<file path="config.mk">
export PLATFORM = sky130hd
export DESIGN_NAME = serial_full_adder
export DESIGN_NICKNAME = d
export VERILOG_FILES = /design/src/rtl/serial_full_adder.sv
export SDC_FILE = /design/constraint.sdc
export NUM_CORES = 1
export LEC_CHECK = 0
export ABC_CLOCK_PERIOD_IN_PS = 1100
export BUFFER_PORTS_ARGS = -buffer_cell sky130_fd_sc_hd__clkbuf_2
export CAP_MARGIN = 20
export CORE_MARGIN = 1
export CORE_UTILIZATION = 40
export DETAILED_ROUTE_END_ITERATION = 12
export SKIP_CTS_REPAIR_TIMING = 1
export SLEW_MARGIN = 20
export SYNTH_ARGS = -nofsm -noshare
export SYNTH_HDL_FRONTEND = slang
export SYNTH_SLANG_ARGS = --single-unit
</file>
<file path="constraint.sdc">
create_clock -name clk -period 1.1 [get_ports clk]
set_input_delay 0.22 -clock clk [delete_from_list [all_inputs] [get_ports clk]]
set_output_delay 0.22 -clock clk [all_outputs]
set_load 0.03 [all_outputs]
</file>
<file path="src/rtl/serial_full_adder.sv">
// Bit-serial adder: one full-adder cell plus a carry flop, LSB first, WIDTH cycles per add.
// Optional signed-overflow output enabled by defining SERIAL_ADDER_OVF_EN.
module serial_full_adder #(
  parameter int WIDTH = 8
) (
  input  logic             clk,
  input  logic             rst,
  input  logic             start,
  input  logic [WIDTH-1:0] a_in,
  input  logic [WIDTH-1:0] b_in,
  input  logic             cin,
  output logic             busy,
  output logic             done,
  output logic [WIDTH-1:0] sum,
`ifdef SERIAL_ADDER_OVF_EN
  output logic             cout,
  output logic             ovf
`else
  output logic             cout
`endif
);

  localparam int CW = $clog2(WIDTH + 1);
  localparam logic [CW-1:0] LAST = CW'(WIDTH - 1);

  typedef enum logic [1:0] {
    IDLE,
    RUN,
    DONE
  } state_t;

  state_t state, next_state;

  logic [WIDTH-1:0] a_sr, b_sr, res_sr, res_shift;
  logic [CW-1:0]    cnt;
  logic             carry;
  logic             s, co;
  logic             accept, last_bit;

  assign s         = a_sr[0] ^ b_sr[0] ^ carry;
  assign co        = (a_sr[0] & b_sr[0]) | (a_sr[0] & carry) | (b_sr[0] & carry);
  assign res_shift = WIDTH'({s, res_sr} >> 1);
  // DONE behaves like IDLE for accepting a new request.
  assign accept    = start && (state != RUN);
  assign last_bit  = (state == RUN) && (cnt == LAST);

  always_ff @(posedge clk) begin
    if (rst) state <= IDLE;
    else     state <= next_state;
  end

  always_comb begin
    next_state = state;
    case (state)
      IDLE:    if (start) next_state = RUN;
      RUN:     if (cnt == LAST) next_state = DONE;
      DONE:    next_state = start ? RUN : IDLE;
      default: next_state = IDLE;
    endcase
  end

  always_comb begin
    busy = (state == RUN);
    done = (state == DONE);
  end

  always_ff @(posedge clk) begin
    if (rst) begin
      a_sr   <= '0;
      b_sr   <= '0;
      res_sr <= '0;
      carry  <= 1'b0;
      cnt    <= '0;
      sum    <= '0;
      cout   <= 1'b0;
`ifdef SERIAL_ADDER_OVF_EN
      ovf    <= 1'b0;
`endif
    end else if (accept) begin
      a_sr  <= a_in;
      b_sr  <= b_in;
      carry <= cin;
      cnt   <= '0;
    end else if (state == RUN) begin
      a_sr   <= a_sr >> 1;
      b_sr   <= b_sr >> 1;
      carry  <= co;
      cnt    <= cnt + CW'(1);
      res_sr <= res_shift;
      // On the MSB step, carry holds the carry into the MSB and co the carry out.
      if (last_bit) begin
        sum  <= res_shift;
        cout <= co;
`ifdef SERIAL_ADDER_OVF_EN
        ovf  <= carry ^ co;
`endif
      end
    end
  end

endmodule

</file>
==> flow_summary.ini, run 1 <==
[status]
status = complete, but fails checks
violations = negative setup slack

[final_layout]
fin_area_sq_um = 2230
area.growth.synth_to_final_pct = 33.6
drive_gt1_frac = 0.373
final_nets = 238
diodes = 0
final_common_cell = dfxtp_1
mostFrequentLayoutCells = dfxtp_1 (34), clkbuf_2 (27), mux2i_1 (25)

[setup_path]
cp_max_fo = 2
path_delay_family = adder cells
critical_path_class = register to register
crit_arrival_ns = 1.43
crit_chain = fa_2, nand2b_1, mux2i_2
reg2reg_setup_slack_ns = -0.12
worstPathRequired_ns = 1.31
cp-end-kind = register
max_stage_delay_ns = 0.57
start_kind = register
cp_num_buf_inv = 0
critPathSlowestCell = fa_2

[synth]
syn_nets = 196
yosysWarnings = 0
yosysSeqAreaShare = 0.467
synthTopCellsByArea = dfxtp_1 (47%), mux2i_1 (16%), nand2b_1 (7.5%)
yosysTopAreaCell = dfxtp_1
synth.ff_latch_count = 39
synth_cells = 174
synth_area_sq_um = 1670
yosys.cell_types.count = 23
syn_area_per_cell_sq_um = 9.61
synth_top_area_frac = 0.467

[sta]
finClkSkew_ns = 0.00607
finalHoldViolations = 0
period_share = 1.11
setup_viol = 21
fin_crit_ns = 1.22
fmax_ghz = 0.822
slew_headroom = 0.825
worst_slew_pin_slew_ns = 0.261
slew_viol_final = 0
hold-worst-slack_ns = 0.232
setup_ws_ns = -0.117
rsz0062_at_grt = true

[place]
place_hpwl_mm = 2.24
numPortBuffers = 30
place_area_sq_um = 1990
dp_slack_ns = -0.0752
place.gp.congestion = 0.780

[clock_tree]
htreeDepth = 2
clk_latency_ns = 0.29
cts_buffers = 5
path_clk_slew_ns = 0.07
clock-sinks = 39
clockBufferDepth = 2
cts_tree = done
ctsRootBufferMaster = clkbuf_8

[drt]
detailroute.via_count = 1334
drcViolationCount = 0
via_per_inst = 5.00
antenna_left = 0
post_drt_wl_per_cell_um = 13.1
drt-pass1-iter-count = 4
wl_mm = 3.49
drtIter0Drc = 45

[global_routing]
grt_max_degree = 49
grt_first_pass_wirelength_mm = 5.08
gr-usage-all-layers = 0.154
grt_pass1_vias = 1150
overflow = 0
grt_antenna_before_repair = 0

[floorplanning]
fp.coreArea_sq_um = 4000
io_pins = 31
die_h_um = 66.7
die_w_um = 66.7
die_area_sq_um = 4440
rows = 23
initial_utilization = 0.418

[job]
maxCapViolations = 0

[power_and_ir_drop]
pwr_density_cell_nw_per_um2 = 1350
p_total_uw = 3010
p_leak_uw = 0.000901
ir_drop_uv = 864

[worst_hold_path]
hp-class = primary input to register
## flip-flops by register name, indices dropped and copies added (netlist names)
register and count:
a_sr 8, carry 1, cnt 4, state 2, sum 8, b_sr 8
cout 1, res_sr 7
## cells by family (layout without fill, tap and decap cells)
group	after synthesis	count (layout)	share of synthesized area
AOI/OAI and AO/OA	28	28	0.111
muxes	27	27	0.165
buffers and inverters	14	57	0.0426
DFF	39	39	0.467
and+or+nand+nor	64	64	0.195
adders and majority gates	2	2	0.0194
## stage by stage
stage	utilization	std cells	TNS [ns]
final	0.559	267	-0.949
after global routing	0.559	267	-2.51
after detailed placement	0.497	254	-0.554
after CTS	0.522	262	-1.17
after global placement	0.497	254	-0.157
after floorplan	-	174	-0.662
## Yosys cell counts
cell and instances:
fa_1 1, buf_6 1, ha_1 1, buf_4 2, a211oi_2 1, a21oi_1 11
a31oi_1 1, a211oi_1 15, nand3_1 2, mux2i_1 26, mux2_4 1, nor2b_1 2
dfxtp_1 39, nand2b_1 20, nor2_4 1, nand3b_1 4, nor3_1 3, nand2_1 15
or3_1 1, inv_1 1, buf_2 3, nor2_1 16, clkbuf_1 7
## worst paths after layout
check,start,endpoint,depth (start not counted)
max,carry$_SDFFE_PP0P_,sum[7]$_SDFFE_PP0P_,3
min,b_in[7],b_sr[7]$_SDFFE_PP0P_,3
max reg2reg,carry$_SDFFE_PP0P_,sum[7]$_SDFFE_PP0P_,3
min reg2reg,res_sr[1]$_SDFFE_PP0P_,res_sr[1]$_SDFFE_PP0P_,2
## power by group
group | total, uW | switching [uW] | leakage [uW] | internal [uW]
clock network | 1050 | 474 | 0.0000515 | 572
registers | 1530 | 47.2 | 0.000321 | 1480
logic | 440 | 216 | 0.000528 | 224
## per-layer routing
metal	GRT usage	up-vias	routed length (um)
li1	-	681	-
met1	0.188	621	1650
met2	0.242	26	1670
met3	0.0411	6	135
met4	0.0878	0	42
met5	0	-	0
## cell type report
| class | instances | area, sq um |
|---|---|---|
| clock buffer | 8 | 100 |
| fill | 357 | 1770 |
| inverter | 1 | 6.26 |
| multi-input combinational | 121 | 903 |
| sequential | 39 | 790 |
| tap | 50 | 62.6 |
| timing repair buffer | 48 | 373 |
## worst reg2reg max path: cells and delay by family, from the launching register on
family | cells | cell delay [ns]
fa+ha+maj | 1 | 0.57
mux | 1 | 0.17
simple gates | 1 | 0.07
flops | 1 | 0.33
No activity file was read; power rests on OpenSTA's default activity.
==> inputs of run 2 (changes only) <==
REMOVE_ABC_BUFFERS = 1   (was default)
==> flow_summary.ini, run 2 (synthesis results as in run 1) <==
[floorplanning]
fp.coreArea_sq_um = 4000
die_area_sq_um = 4440
die_w_um = 66.7
initial_utilization = 0.418
die_h_um = 66.7
rows = 23
io_pins = 31

[sta]
setup_viol = 16
finalHoldViolations = 0
slew_viol_final = 0
rsz0062_at_grt = true
fmax_ghz = 0.814
fin_crit_ns = 1.23
finClkSkew_ns = 0.00293
slew_headroom = 0.864
worst_slew_pin_slew_ns = 0.203
hold-worst-slack_ns = 0.237
finalSetupTns_ns = -1.11
setup_ws_ns = -0.129
period_share = 1.12

[clock_tree]
clock-sinks = 39
ctsRootBufferMaster = clkbuf_8
path_clk_slew_ns = 0.07
htreeDepth = 2
cts_tree = done
clockBufferDepth = 2
cts_buffers = 5
clk_latency_ns = 0.28

[final_layout]
drive_gt1_frac = 0.349
final_util = 0.555
top_regs = a_sr x8, b_sr x8, sum x8
area.growth.synth_to_final_pct = 32.8
fin_area_sq_um = 2220
final_common_cell = dfxtp_1
fin_cells = 265
final_nets = 238
diodes = 0
mostFrequentLayoutCells = dfxtp_1 (33), clkbuf_2 (28), mux2i_1 (26)

[worst_hold_path]
min_from = b_in[7]
hp-class = primary input to register

[setup_path]
worstPathRequired_ns = 0.88
worstReg2RegEnd = cnt[2]$_SDFFE_PP0N_
crit_arrival_ns = 1.01
cp_max_fo = 5
critical_path_class = register to output port
reg2reg_setup_slack_ns = -0.11
rr_worst_depth = 4
cp-end-kind = output port
crit_start = state[1]$_SDFFE_PP0P_
r2r-start = state[1]$_SDFFE_PP0P_
setup.worst_path.end = busy
start_kind = register

[drt]
wl_mm = 3.43
drt-pass1-iter-count = 4
antenna_left = 0
drtIter0Drc = 12
via_per_inst = 5.10
drcViolationCount = 0
detailroute.via_count = 1352
post_drt_wl_per_cell_um = 12.9

[power_and_ir_drop]
p_int_uw = 2150
swShare = 0.250
ir_drop_uv = 671
power_frac_seq = 0.534
p_leak_uw = 0.000898
p_sw_uw = 715
p_comb_frac = 0.161
power.share.clock = 0.305
pwr_density_cell_nw_per_um2 = 1290

[status]
status = complete, but fails checks
violations = negative setup slack

[global_routing]
grt_antenna_before_repair = 0
grt_pass1_vias = 1226
overflow = 0
grt_max_degree = 49
grt_first_pass_wirelength_mm = 5.22
gr-usage-all-layers = 0.159

[job]
maxCapViolations = 0

[place]
place_hpwl_mm = 2.08
place.gp.congestion = 0.802
placed_cells = 255
place_area_sq_um = 1970
numPortBuffers = 30
## run 2: cell count changes in the layout (fill, tap and decap cells not counted), moves of 2 or more
cell	previous run	this run
buf_4	11	8
nor2_1	13	15
clkbuf_8	7	5
nor2_2	3	1
dfxtp_2	4	6
buf_8	0	2
a211oi_1	7	9
a211oi_2	9	7
## run 2: per-layer routing
| layer | up-vias | part of all wire | global-route usage |
|---|---|---|---|
| met3 | 6 | 0.041 | 0.0565 |
| met4 | 0 | 0.012 | 0.0745 |
| met5 | - | 0 | 0 |
| met1 | 637 | 0.46 | 0.187 |
| met2 | 30 | 0.48 | 0.256 |
| li1 | 679 | - | - |
## run 2: per-stage QoR
step / setup WS, ns / total power, uW
2_1_floorplan: -1.18 / 1740
3_3_place_gp: -0.0591 / 1900
3_5_place_dp: -0.100 / 1910
4_1_cts: -0.290 / 2790
5_1_grt: -0.181 / 3030
6_report: -0.129 / 2860
## run 2: worst min-delay path by stage
stage          slack [ns]  cells past startpoint                      to
6_report             0.24                      3    b_sr[7]$_SDFFE_PP0P_
5_1_grt              0.23                      3    b_sr[7]$_SDFFE_PP0P_
4_1_cts              0.23                      3    b_sr[7]$_SDFFE_PP0P_
3_5_place_dp         0.45                      2  res_sr[1]$_SDFFE_PP0P_
3_3_place_gp         0.45                      2  res_sr[1]$_SDFFE_PP0P_
2_1_floorplan        0.28                      1     cnt[2]$_SDFFE_PP0N_
## run 2: layout make-up
| type | count | area (sq um) |
|---|---|---|
| clock buffers | 6 | 72.6 |
| well taps | 50 | 62.6 |
| repair buffers | 48 | 405 |
| inverters | 1 | 3.75 |
| fillers | 369 | 1780 |
| multi-input cells | 121 | 888 |
| flip-flops and latches | 39 | 788 |
## run 2: critical path: stages (launching register included)
cell and delay, ns:
dfxtp_2 0.32, nand2b_4 0.14, inv_2 0.11, buf_6 0.15
## run 2: power by group through the flow
stage               clock network (uW)  registers (uW)  logic [uW]
finish                             874            1530         460
global route                       985            1540         503
CTS                                910            1520         364
detailed placement                   0            1550         363
global placement                     0            1550         351
floorplan                            0            1540         193
